### config.mk
export PLATFORM = sky130hd
export DESIGN_NAME = instr_encoder
export DESIGN_NICKNAME = d
export VERILOG_FILES = /design/src/rtl/instr_encoder_pkg.sv /design/src/rtl/instr_encoder.sv
export SDC_FILE = /design/constraint.sdc
export NUM_CORES = 1
export LEC_CHECK = 0
export CORE_ASPECT_RATIO = 1.2
export CORE_MARGIN = 3
export CORE_UTILIZATION = 35
export DETAILED_ROUTE_END_ITERATION = 6
export HOLD_SLACK_MARGIN = 0.15
export PLACE_DENSITY = 0.64
export SLEW_MARGIN = 20
export SYNTH_ARGS = -nofsm -noshare
export SYNTH_HDL_FRONTEND = slang
export SYNTH_SLANG_ARGS = --single-unit
### constraint.sdc
create_clock -name clk -period 2 [get_ports clk]
set_clock_uncertainty 0.1 [all_clocks]
set_input_delay 0.4 -clock clk [delete_from_list [all_inputs] [get_ports clk]]
set_output_delay 0.4 -clock clk [all_outputs]
set_load 0.005 [all_outputs]
### src/rtl/instr_encoder_pkg.sv
// Shared encoder/decoder/executer definitions: memory and instruction widths,
// the STOP opcode and the encoder FSM state type.
package instr_encoder_pkg;

    localparam int unsigned MEM_ADDR_WIDTH = 8;
    localparam int unsigned INSTR_WIDTH    = 16;
    localparam int unsigned CNT_WIDTH      = 8;
    localparam int unsigned CNT_EXT_WIDTH  = CNT_WIDTH + 1;

    localparam logic [INSTR_WIDTH-1:0] INSTR_STOP = INSTR_WIDTH'(16'hFFFF);

    typedef enum logic [2:0] {
        ST_IDLE,
        ST_REQ,
        ST_CAPT,
        ST_WRITE,
        ST_DONE
    } enc_state_e;

endpackage

### src/rtl/instr_encoder.sv
// Moves instructions from an external sync FIFO into program memory, one
// batch of up to BATCH words per do_it request, stopping for good on STOP.
module instr_encoder
    import instr_encoder_pkg::*;
#(
    parameter int unsigned BATCH = 8
) (
    input  logic                      clk,
    input  logic                      reset,
    input  logic                      do_it,
    input  logic [MEM_ADDR_WIDTH-1:0] addr,
    output logic [MEM_ADDR_WIDTH-1:0] addr_out,
    output logic                      done,
    output logic                      stop,
    input  logic                      fifo_empty,
    output logic                      fifo_rd,
    input  logic [INSTR_WIDTH-1:0]    fifo_data,
    input  logic                      mem_busy,
    output logic                      mem_we,
    output logic [MEM_ADDR_WIDTH-1:0] mem_addr,
    output logic [INSTR_WIDTH-1:0]    mem_wdata
);

    localparam logic [CNT_EXT_WIDTH-1:0] BATCH_LIMIT = CNT_EXT_WIDTH'(BATCH);

    enc_state_e                state_q, state_d;
    logic [MEM_ADDR_WIDTH-1:0] cur_addr_q, cur_addr_d;
    logic [MEM_ADDR_WIDTH-1:0] addr_out_q, addr_out_d;
    logic [CNT_WIDTH-1:0]      count_q, count_d;
    logic [INSTR_WIDTH-1:0]    word_q, word_d;
    logic                      stop_q, stop_d;
    logic                      done_q, done_d;
    logic                      last_of_batch;

    assign last_of_batch = (CNT_EXT_WIDTH'(count_q) + CNT_EXT_WIDTH'(1)) == BATCH_LIMIT;

    // Next-state and strobe logic; fifo_rd/mem_we react to same-cycle handshakes.
    always_comb begin
        state_d    = state_q;
        cur_addr_d = cur_addr_q;
        addr_out_d = addr_out_q;
        count_d    = count_q;
        word_d     = word_q;
        stop_d     = stop_q;
        done_d     = 1'b0;
        fifo_rd    = 1'b0;
        mem_we     = 1'b0;

        unique case (state_q)
            ST_IDLE: begin
                if (do_it && !stop_q) begin
                    cur_addr_d = addr;
                    count_d    = '0;
                    state_d    = ST_REQ;
                end
            end
            ST_REQ: begin
                if (!fifo_empty) begin
                    fifo_rd = 1'b1;
                    state_d = ST_CAPT;
                end
            end
            ST_CAPT: begin
                word_d  = fifo_data;
                state_d = ST_WRITE;
            end
            ST_WRITE: begin
                if (!mem_busy) begin
                    mem_we     = 1'b1;
                    cur_addr_d = cur_addr_q + MEM_ADDR_WIDTH'(1);
                    count_d    = count_q + CNT_WIDTH'(1);
                    if (word_q == INSTR_STOP || last_of_batch) begin
                        stop_d     = stop_q | (word_q == INSTR_STOP);
                        done_d     = 1'b1;
                        addr_out_d = cur_addr_d;
                        state_d    = ST_DONE;
                    end else begin
                        state_d = ST_REQ;
                    end
                end
            end
            ST_DONE: begin
                state_d = ST_IDLE;
            end
            default: begin
                state_d = ST_IDLE;
            end
        endcase
    end

    always_ff @(posedge clk or posedge reset) begin
        if (reset) begin
            state_q    <= ST_IDLE;
            cur_addr_q <= '0;
            addr_out_q <= '0;
            count_q    <= '0;
            word_q     <= '0;
            stop_q     <= 1'b0;
            done_q     <= 1'b0;
        end else begin
            state_q    <= state_d;
            cur_addr_q <= cur_addr_d;
            addr_out_q <= addr_out_d;
            count_q    <= count_d;
            word_q     <= word_d;
            stop_q     <= stop_d;
            done_q     <= done_d;
        end
    end

    assign addr_out  = addr_out_q;
    assign done      = done_q;
    assign stop      = stop_q;
    assign mem_addr  = cur_addr_q;
    assign mem_wdata = word_q;

endmodule

==> reports/results.ini, run 1 <==
[status]
status=complete, no violations

[floorplan]
die_x_um=77.90
io_pins=65
start_util_pct=37.31
num_rows=30
die_area_mm2=0.007187
die_h_um=92.27
core_area_mm2=0.005818

[power]
ir_drop_v=0.0007805
power.internal_w=0.002442
p_clk_share_pct=15.0
p_switching_w=0.001237
pwr-share-comb_pct=43.7
p_per_area_mw_per_mm2=1177
leakage_nw=1.365
switching_share_pct=33.62
power_frac_seq_pct=41.3

[timing]
slew_viol_final=0
period_minus_slack_ns=1.903
setup_viol=0
worst_pin_slew_ns=0.4870
max_slew_margin_pct=67.43
finalHoldViolCount=0
rsz0062_at_grt=false
fin_ws_ns=0.09682
timing.fmax_mhz=525.4
finalCritPeriodShare_pct=95.16

[global_route]
grt_pass1_wl_mm=8.466
antenna_found_initial=0
grt_pass1_vias=1756
grt_max_degree=46
grt_usage_pct=14.78
overflow=0

[worst_setup_path]
cp.arrival_ns=2.00
cp-start-kind=register
critPathCaptureType=register
r2r-end=addr_out[7]$_DFFE_PP0P_
crit_type=register to register
r2r_cells=7
critPathMaxFanout=10
required_ns=2.09
reg2reg_slack_ns=0.1
rr_startpoint=count_q[0]$_DFFE_PP0P_

[clock_tree]
cts_root_buf=clkbuf_8
postCtsSetupRepairBufs=0
clock_sinks=45
clkLatencyLatePin_ns=0.30
cts.hold.buffers_added=0
htree_levels=2
clk_pin_slew_ns=0.09
tritoncts=yes
cts_buffers=5
cts.path.max_buffers=2

[cells_and_area]
layout_commonest_cell=clkdlybuf4s50_1
final_cell_mix=clkdlybuf4s50_1, dfrtp_1, mux2_2
drive_above_1_share_pct=22.02
final_nets=307
fillers=527
area_delta_synth_final_pct=43.98
final_cells=357
design_area_mm2=0.003126
antenna_cells=0

[route]
routed_wl_mm=4.915
drt_iter0_markers=97
vias=1753
dr.pass1.iters=4
drtAntennaViolNets=0
viasPerCell=4.910
drc=0
wl_per_cell_um=13.77

[yosys]
avgSynthCellArea_um2=11.13
yosys_warnings=0
synthCells=195
ys_seq_elements=45
syn_area_mm2=0.002171
yosysSeqAreaShare_pct=51.87
syn_nets=226
synth_cell_types=42

[min_path]
holdCritPathClass=input pin to async pin

[placed_design]
place_area_mm2=0.003038
io_buffers=64
dp_hpwl_mm=3.621
dp.cells=349
gp_congestion=0.7865
pre_cts_slack_ns=-0.2724

[job]
cap_violations=0

## layout make-up
type / instances / area [µm²] / area share (%)
Timing Repair Buffer: 79 / 784.5 / 25.10
Clock inverter: 1 / 7.507 / 0.2402
Inverter: 10 / 37.54 / 1.201
Sequential cell: 45 / 1126 / 36.03
Multi-Input combinational cell: 135 / 993.5 / 31.79
Clock buffer: 7 / 76.32 / 2.442
Tap cell: 80 / 100.1 / 3.203
## state kept, by name (all words and copies together) (netlist names)
register	count
stop	1
addr_out	8
count_q	8
done	1
mem_wdata	16
mem_addr	8
state_q	3
## metal layers
metal,up-vias,track usage (%),routed length [µm]
li1,860,-,-
met3,5,3.929,348
met5,-,0,0
met4,0,5.685,65
met2,62,23.86,2343
met1,826,18.83,2158
## synth_stat cells (all sizes together)
cell type / number / area [µm²]
dfrtp: 45 / 1126
mux2: 23 / 262.8
o21ai: 22 / 110.1
nand2: 13 / 48.80
a21oi: 10 / 61.31
inv: 10 / 37.53
nand3: 9 / 55.05
nor2: 8 / 37.54
and3: 5 / 32.53
mux2i: 5 / 50.05
nand4: 5 / 31.28
nor3: 5 / 30.03
xnor2: 5 / 43.79
xor2: 4 / 35.03
clkbuf: 3 / 11.26
a31oi: 2 / 27.53
buf: 2 / 12.51
ha: 2 / 25.02
nand3b: 2 / 15.01
nor2b: 2 / 20.02
o22ai: 2 / 12.51
or2: 2 / 12.51
a211o: 1 / 10.01
a22o: 1 / 8.760
and2: 1 / 8.760
and3b: 1 / 8.760
nor3b: 1 / 7.510
nor4: 1 / 6.260
nor4b: 1 / 8.760
o31ai: 1 / 7.510
or3: 1 / 6.260
## worst max-delay path by stage
stage                                      start                 endpoint  slack (ns)  depth (start not counted)
after global routing      count_q[0]$_DFFE_PP0P_  addr_out[7]$_DFFE_PP0P_        0.01                          7
final                     count_q[0]$_DFFE_PP0P_  addr_out[7]$_DFFE_PP0P_         0.1                          7
after detailed placement                mem_busy                   mem_we       -0.27                          5
after CTS                               mem_busy                   mem_we        0.02                          5
after global placement                  mem_busy                   mem_we       -0.26                          5
after floorplan           count_q[0]$_DFFE_PP0P_  addr_out[1]$_DFFE_PP0P_        0.15                          6
## power by group through the flow
stage,clock network (W),logic (W),registers [W]
finish,0.000552,0.00161,0.00152
global route,0.000611,0.00179,0.00159
CTS,0.000581,0.00164,0.00153
detailed placement,0,0.00164,0.00154
global placement,0,0.00161,0.00154
floorplan,0,0.000784,0.00151
## what timing repair did
item,CTS,global route
setup endpoints to repair,2,8
hold endpoints to repair,0,0
resized for setup,3,3
## cells by family (layout without fill, tap and decap cells)
| family | count (synthesis) | after routing | share of synthesized area, % |
|---|---|---|---|
| DFF | 45 | 45 | 51.87 |
| and+or+nand+nor | 57 | 57 | 15.16 |
| AOI/OAI and AO/OA | 39 | 39 | 10.95 |
| adders and majority gates | 2 | 2 | 1.153 |
| muxes | 28 | 28 | 14.41 |
| buffers and inverters | 15 | 97 | 2.824 |
| xor gates and xnor gates | 9 | 9 | 3.631 |
## critical path, stage by stage (launching register included)
cell,delay [ns]
dfrtp_1,0.43
ha_1,0.24
xnor2_1,0.14
nand2_1,0.08
mux2i_2,0.23
a31oi_4,0.13
buf_12,0.16
mux2_4,0.28
## metrics by stage
step	hold slack (ns)	utilization (%)	setup TNS, ns	total power, W
4_1_cts	0.3543	53.63	0	0.003744
2_1_floorplan	0.3418	-	0	0.002290
6_report	0.3418	53.72	0	0.003680
5_1_grt	0.3898	53.72	0	0.003989
3_3_place_gp	0.3830	52.22	-1.324	0.003148
3_5_place_dp	0.3827	52.22	-1.506	0.003185
Power figures use the tool's default switching activity.
==> inputs of run 2 (changes only) <==
--- a/config.mk
+++ b/config.mk
@@ -5,6 +5,7 @@
 export SDC_FILE = /design/constraint.sdc
 export NUM_CORES = 1
 export LEC_CHECK = 0
+export CAP_MARGIN = 40
 export CORE_ASPECT_RATIO = 1.2
 export CORE_MARGIN = 3
 export CORE_UTILIZATION = 35
==> results of run 2 <==
Final layout, timing and power as in run 1 (identical DEF).
